$ cat src/rtl/uart_rx.sv
// uart_rx: 8N1 UART receiver with mid-bit sampling, valid/ack handshake, overrun and framing status
module uart_rx #(
  parameter int CLKS_PER_BIT = 2604
) (
  input  logic       i_clk,
  input  logic       i_rst,
  input  logic       i_rx,
  input  logic       i_rx_ack,
  output logic [7:0] o_rx_byte,
  output logic       o_rx_valid,
  output logic       o_overrun,
  output logic       o_frame_err,
  output logic       o_busy
);
  localparam int TW = $clog2(CLKS_PER_BIT);
  localparam logic [TW-1:0] LAST = TW'(CLKS_PER_BIT - 1);
  localparam logic [TW-1:0] HALF = TW'((CLKS_PER_BIT - 1) / 2);
  typedef enum logic [2:0] {IDLE, START, DATA, STOP, BREAK} state_t;
  state_t state, state_n;
  logic rx_m, rx_s, tick;
  logic [TW-1:0] timer, timer_n;
  logic [2:0] idx, idx_n;
  logic [7:0] shift, shift_n, byte_n;
  logic valid_n, ovr_n, ferr_n;
  assign o_busy = state != IDLE;
  always_ff @(posedge i_clk) begin
    if (i_rst) begin
      rx_m <= 1'b1;
      rx_s <= 1'b1;
      state <= IDLE;
      timer <= '0;
      idx <= '0;
      shift <= '0;
      o_rx_byte <= '0;
      o_rx_valid <= 1'b0;
      o_overrun <= 1'b0;
      o_frame_err <= 1'b0;
    end else begin
      rx_m <= i_rx;
      rx_s <= rx_m;
      state <= state_n;
      timer <= timer_n;
      idx <= idx_n;
      shift <= shift_n;
      o_rx_byte <= byte_n;
      o_rx_valid <= valid_n;
      o_overrun <= ovr_n;
      o_frame_err <= ferr_n;
    end
  end
  always_comb begin
    tick = timer == LAST;
    state_n = state;
    timer_n = timer + 1'b1;
    idx_n = idx;
    shift_n = shift;
    byte_n = o_rx_byte;
    valid_n = o_rx_valid & ~i_rx_ack;
    ovr_n = o_overrun & ~i_rx_ack;
    ferr_n = 1'b0;
    case (state)
      IDLE: begin
        timer_n = '0;
        state_n = rx_s ? IDLE : START;
      end
      START: if (timer == HALF) begin
        timer_n = '0;
        idx_n = '0;
        state_n = rx_s ? IDLE : DATA;
      end
      DATA: if (tick) begin
        timer_n = '0;
        shift_n[idx] = rx_s;
        idx_n = idx + 3'd1;
        state_n = (idx == 3'd7) ? STOP : DATA;
      end
      STOP: if (tick) begin
        timer_n = '0;
        state_n = rx_s ? IDLE : BREAK;
        ferr_n = ~rx_s;
        if (rx_s && valid_n) ovr_n = 1'b1;
        else if (rx_s) begin
          byte_n = shift;
          valid_n = 1'b1;
          ovr_n = 1'b0;
        end
      end
      BREAK: begin
        timer_n = '0;
        state_n = rx_s ? IDLE : BREAK;
      end
      default: state_n = IDLE;
    endcase
  end
endmodule

$ cat config.mk
export PLATFORM = sky130hd
export DESIGN_NAME = uart_rx
export DESIGN_NICKNAME = d
export VERILOG_FILES = /design/src/rtl/uart_rx.sv
export SDC_FILE = /design/constraint.sdc
export NUM_CORES = 1
export LEC_CHECK = 0
export CAP_MARGIN = 20
export CORE_ASPECT_RATIO = 1.75
export CORE_UTILIZATION = 41
export DETAILED_ROUTE_END_ITERATION = 8
export MAX_ROUTING_LAYER = met4
export PLACE_DENSITY = 0.61
export SETUP_SLACK_MARGIN = 0.05
export SLEW_MARGIN = 20
export SYNTH_ARGS = -nofsm -noshare
export SYNTH_HDL_FRONTEND = slang
export SYNTH_SLANG_ARGS = --single-unit
$ cat constraint.sdc
create_clock -name i_clk -period 1.8 [get_ports i_clk]
set_clock_uncertainty 0.15 [all_clocks]
set_input_delay 0.27 -clock i_clk [delete_from_list [all_inputs] [get_ports i_clk]]
set_output_delay 0.27 -clock i_clk [all_outputs]
set_load 0.01 [all_outputs]
==> run_summary.xml <==
<?xml version="1.0" encoding="UTF-8"?>
<metrics>
  <group name="floorplanning">
    <metric name="fp.dieArea" unit="µm²">4960</metric>
    <metric name="starting_density_of_the_core" unit="">0.431</metric>
    <metric name="fp.dieH" unit="µm">92.4</metric>
    <metric name="io-pin-count" unit="">16</metric>
    <metric name="chipWidth" unit="µm">53.7</metric>
    <metric name="num_rows" unit="">32</metric>
    <metric name="coreArea" unit="µm²">4440</metric>
  </group>
  <group name="layout">
    <metric name="final_core_utilization" unit="">0.554</metric>
    <metric name="areaGrowthSynthToFinish" unit="%">28.5</metric>
    <metric name="multi_input_combinational_cell_area" unit="µm²">1130</metric>
    <metric name="layoutNonFillerInstCount" unit="">294</metric>
    <metric name="highest_count_cells_in_the_layout_ignoring_fill_and_taps" unit="">34 x sky130_fd_sc_hd__dfxtp_1, 26 x sky130_fd_sc_hd__a21oi_1, 25 x sky130_fd_sc_hd__buf_4</metric>
    <metric name="seq_area" unit="µm²">795</metric>
    <metric name="final.fill_count" unit="">425</metric>
    <metric name="antenna_cells_inserted" unit="">0</metric>
    <metric name="finalNetCount" unit="">250</metric>
    <metric name="fraction_of_layout_instances_using_a_drive_strength_above_1" unit="">0.243</metric>
    <metric name="final_common_cell" unit="">sky130_fd_sc_hd__dfxtp_1</metric>
  </group>
  <group name="placement">
    <metric name="placed_cells" unit="">283</metric>
    <metric name="gp_congestion" unit="">0.778</metric>
    <metric name="dp_slack" unit="ns">0.0338</metric>
    <metric name="detailedPlacementHpwl" unit="mm">2.94</metric>
    <metric name="portBuffers" unit="">15</metric>
  </group>
  <group name="critical_path">
    <metric name="cp-startpoint" unit="">timer[1]$_SDFF_PP0_</metric>
    <metric name="worstSetupStartpointType" unit="">flip-flop</metric>
    <metric name="critPathRequiredTime" unit="ns">1.82</metric>
    <metric name="critPathCaptureType" unit="">flip-flop</metric>
    <metric name="worst_ep_arrival_time" unit="ns">1.74</metric>
    <metric name="path_max_fanout" unit="">4</metric>
    <metric name="timing.setup.critical_path_class" unit="">flip-flop to flip-flop</metric>
    <metric name="worstReg2RegStart" unit="">timer[1]$_SDFF_PP0_</metric>
    <metric name="setup.reg_to_reg.worst_slack" unit="ns">0.08</metric>
  </group>
  <group name="power">
    <metric name="vdd.ir_drop.worst" unit="mV">0.504</metric>
    <metric name="power.density" unit="nW/µm²">603</metric>
    <metric name="p_total" unit="mW">1.48</metric>
    <metric name="power_leakage" unit="nW">0.807</metric>
  </group>
  <group name="status">
    <metric name="status" unit="">finished clean</metric>
  </group>
  <group name="global_routing">
    <metric name="grt_use_total" unit="">0.184</metric>
    <metric name="grt-busiest-layer" unit="">met2</metric>
    <metric name="grt_start_max_net_pins" unit="">24</metric>
    <metric name="groute.layer.met3.usage" unit="">0.0443</metric>
    <metric name="via_count_of_the_first_global_routing_pass" unit="">1453</metric>
    <metric name="grt_pass1_wl" unit="mm">6.49</metric>
    <metric name="global_route.usage.met2" unit="">0.323</metric>
    <metric name="grt_remaining_overflow" unit="">0</metric>
    <metric name="antenna_found_initial" unit="">0</metric>
    <metric name="global_route.usage.met1" unit="">0.178</metric>
  </group>
  <group name="logic_synthesis">
    <metric name="synthArstFlopShare" unit="">0</metric>
    <metric name="synth.distinct_cells" unit="">43</metric>
    <metric name="synth_flop_cell" unit="">sky130_fd_sc_hd__dfxtp_1</metric>
    <metric name="synth_nets" unit="">216</metric>
    <metric name="mappedNetlistArea" unit="µm²">1920</metric>
    <metric name="post_synth.cell_area_avg" unit="µm²">9.21</metric>
    <metric name="syn-instance-count" unit="">208</metric>
    <metric name="synth_edf_count" unit="">0</metric>
    <metric name="yosys_warnings" unit="">0</metric>
    <metric name="synth_seq_area_share" unit="">0.408</metric>
    <metric name="synth.ff_latch_count" unit="">39</metric>
  </group>
  <group name="clock_network">
    <metric name="clkSinkCount" unit="">39</metric>
    <metric name="ctsHoldBuffers" unit="">0</metric>
    <metric name="cts.clk_slew.worst_paths" unit="ns">0.07</metric>
    <metric name="clk_latency" unit="ns">0.29</metric>
    <metric name="numCtsBuffers" unit="">5</metric>
    <metric name="clock_path_buffers" unit="">2</metric>
    <metric name="cts-root-buf" unit="">sky130_fd_sc_hd__clkbuf_8</metric>
    <metric name="h-tree-depth" unit="">2</metric>
    <metric name="tritoncts" unit="">yes</metric>
  </group>
  <group name="routing">
    <metric name="drt_pre_antenna_iters" unit="">4</metric>
    <metric name="final_antenna_violating_net_count" unit="">0</metric>
    <metric name="postRouteWirelength" unit="mm">3.95</metric>
    <metric name="drcViolationCount" unit="">0</metric>
    <metric name="vias" unit="">1575</metric>
    <metric name="drt-initial-drc-count" unit="">22</metric>
    <metric name="wl_per_cell" unit="µm">13.4</metric>
    <metric name="post_drt_via_cell_ratio" unit="">5.36</metric>
  </group>
  <group name="sta">
    <metric name="tightestPinTransition" unit="ns">0.341</metric>
    <metric name="achievable-frequency" unit="GHz">0.582</metric>
    <metric name="totalNegativeSetupSlack" unit="ns">0</metric>
    <metric name="hold_viol" unit="">0</metric>
    <metric name="finalWorstPathRequiredPeriod" unit="ns">1.72</metric>
    <metric name="rsz0062_at_grt" unit="">true</metric>
    <metric name="finalSetupViolCount" unit="">0</metric>
    <metric name="worst_slack" unit="ns">0.0816</metric>
    <metric name="share_of_the_cycle_needed_by_the_critical_path_after_routing" unit="">0.955</metric>
    <metric name="timing_max_transition_violations_final" unit="">0</metric>
    <metric name="worst_slew_margin_rel" unit="">0.772</metric>
  </group>
  <group name="min_path">
    <metric name="holdCritStartpoint" unit="">rx_m$_SDFF_PP1_</metric>
    <metric name="hold_path_class" unit="">flip-flop to flip-flop</metric>
  </group>
  <group name="run">
    <metric name="cap_viol_max_count" unit="">0</metric>
  </group>
</metrics>
[final cells by class]
type	instances	area share
clock inverters	1	0.00203
flip-flops and latches	39	0.323
inverters	2	0.00305
well taps	51	0.0259
clock buffers	7	0.0310
repair buffers	43	0.156
multi-input cells	151	0.459
[registers in the layout, indices dropped and copies added, names as in the netlist]
| register | count |
|---|---|
| idx | 3 |
| state | 3 |
| timer | 12 |
| o_frame_err | 1 |
| o_rx_byte | 8 |
| o_rx_valid | 1 |
| rx_s | 1 |
| shift | 8 |
| o_overrun | 1 |
| rx_m | 1 |
[per-stage QoR]
stage | hold WS, ns | area [µm²]
3_5_place_dp | 0.268 | 2260
6_report | 0.286 | 2460
5_1_grt | 0.301 | 2460
3_3_place_gp | 0.256 | 2260
2_1_floorplan | 0.199 | 1920
4_1_cts | 0.288 | 2350
[final timing paths]
| check | cells after the start | end |
|---|---|---|
| hold reg to reg | 1 | rx_s$_SDFF_PP1_ |
| hold / removal | 1 | rx_s$_SDFF_PP1_ |
| setup / recovery | 6 | shift[5]$_SDFFE_PP0P_ |
| setup reg to reg | 6 | shift[5]$_SDFFE_PP0P_ |
[metal layers]
| layer | wire [µm] | vias to the layer above |
|---|---|---|
| li1 | - | 820 |
| met1 | 1520 | 727 |
| met2 | 2250 | 20 |
| met3 | 72 | 8 |
| met4 | 102 | 0 |
| met5 | 0 | - |
[synth_stat cells, types with 3 or more instances]
cell / instances / area share
sky130_fd_sc_hd__nor2_1: 5 / 0.0098
sky130_fd_sc_hd__nand2_1: 11 / 0.022
sky130_fd_sc_hd__a21oi_1: 26 / 0.068
sky130_fd_sc_hd__ha_1: 4 / 0.026
sky130_fd_sc_hd__xor2_1: 5 / 0.023
sky130_fd_sc_hd__nand2b_1: 19 / 0.062
sky130_fd_sc_hd__nand4_1: 14 / 0.046
sky130_fd_sc_hd__o31ai_1: 6 / 0.024
sky130_fd_sc_hd__clkbuf_1: 5 / 0.0098
sky130_fd_sc_hd__dfxtp_1: 39 / 0.41
sky130_fd_sc_hd__nor3_1: 5 / 0.013
sky130_fd_sc_hd__and4bb_2: 3 / 0.020
sky130_fd_sc_hd__xnor2_1: 5 / 0.023
sky130_fd_sc_hd__mux2i_1: 9 / 0.047
sky130_fd_sc_hd__buf_2: 6 / 0.016
sky130_fd_sc_hd__nor3b_1: 4 / 0.016
sky130_fd_sc_hd__nand3_1: 8 / 0.021
[power by group]
group          internal, mW  leakage (nW)  switching (mW)  total, mW
registers             0.863         0.318         0.00369      0.866
clock network         0.272        0.0422           0.290      0.562
logic                0.0294         0.447          0.0268     0.0562
[repair_timing]
action	4_1_cts	5_1_grt
setup buffers	0	2
cloned	0	1
pin swaps	0	7
gates resized for setup	7	20
endpoints found under the setup margin	15	32
hold endpoints to repair	0	0
[worst max-delay path: stages (launching register included)]
cell and delay (ns):
sky130_fd_sc_hd__dfxtp_4 0.37, sky130_fd_sc_hd__ha_4 0.13, sky130_fd_sc_hd__and4bb_2 0.27, sky130_fd_sc_hd__nand4_1 0.17
sky130_fd_sc_hd__buf_4 0.21, sky130_fd_sc_hd__o31ai_2 0.20, sky130_fd_sc_hd__a21oi_1 0.08
[logic make-up after synthesis]
| family | share of synthesized area |
|---|---|
| adder cells (fa/ha/maj) | 0.0261 |
| AO/OA/AOI/OAI | 0.119 |
| XOR/XNOR | 0.0457 |
| buffers and inverters | 0.0490 |
| multiplexers | 0.0470 |
| AND/OR/NAND/NOR | 0.306 |
| flip-flops | 0.408 |
Note: power is estimated with default switching activity, not from simulation.
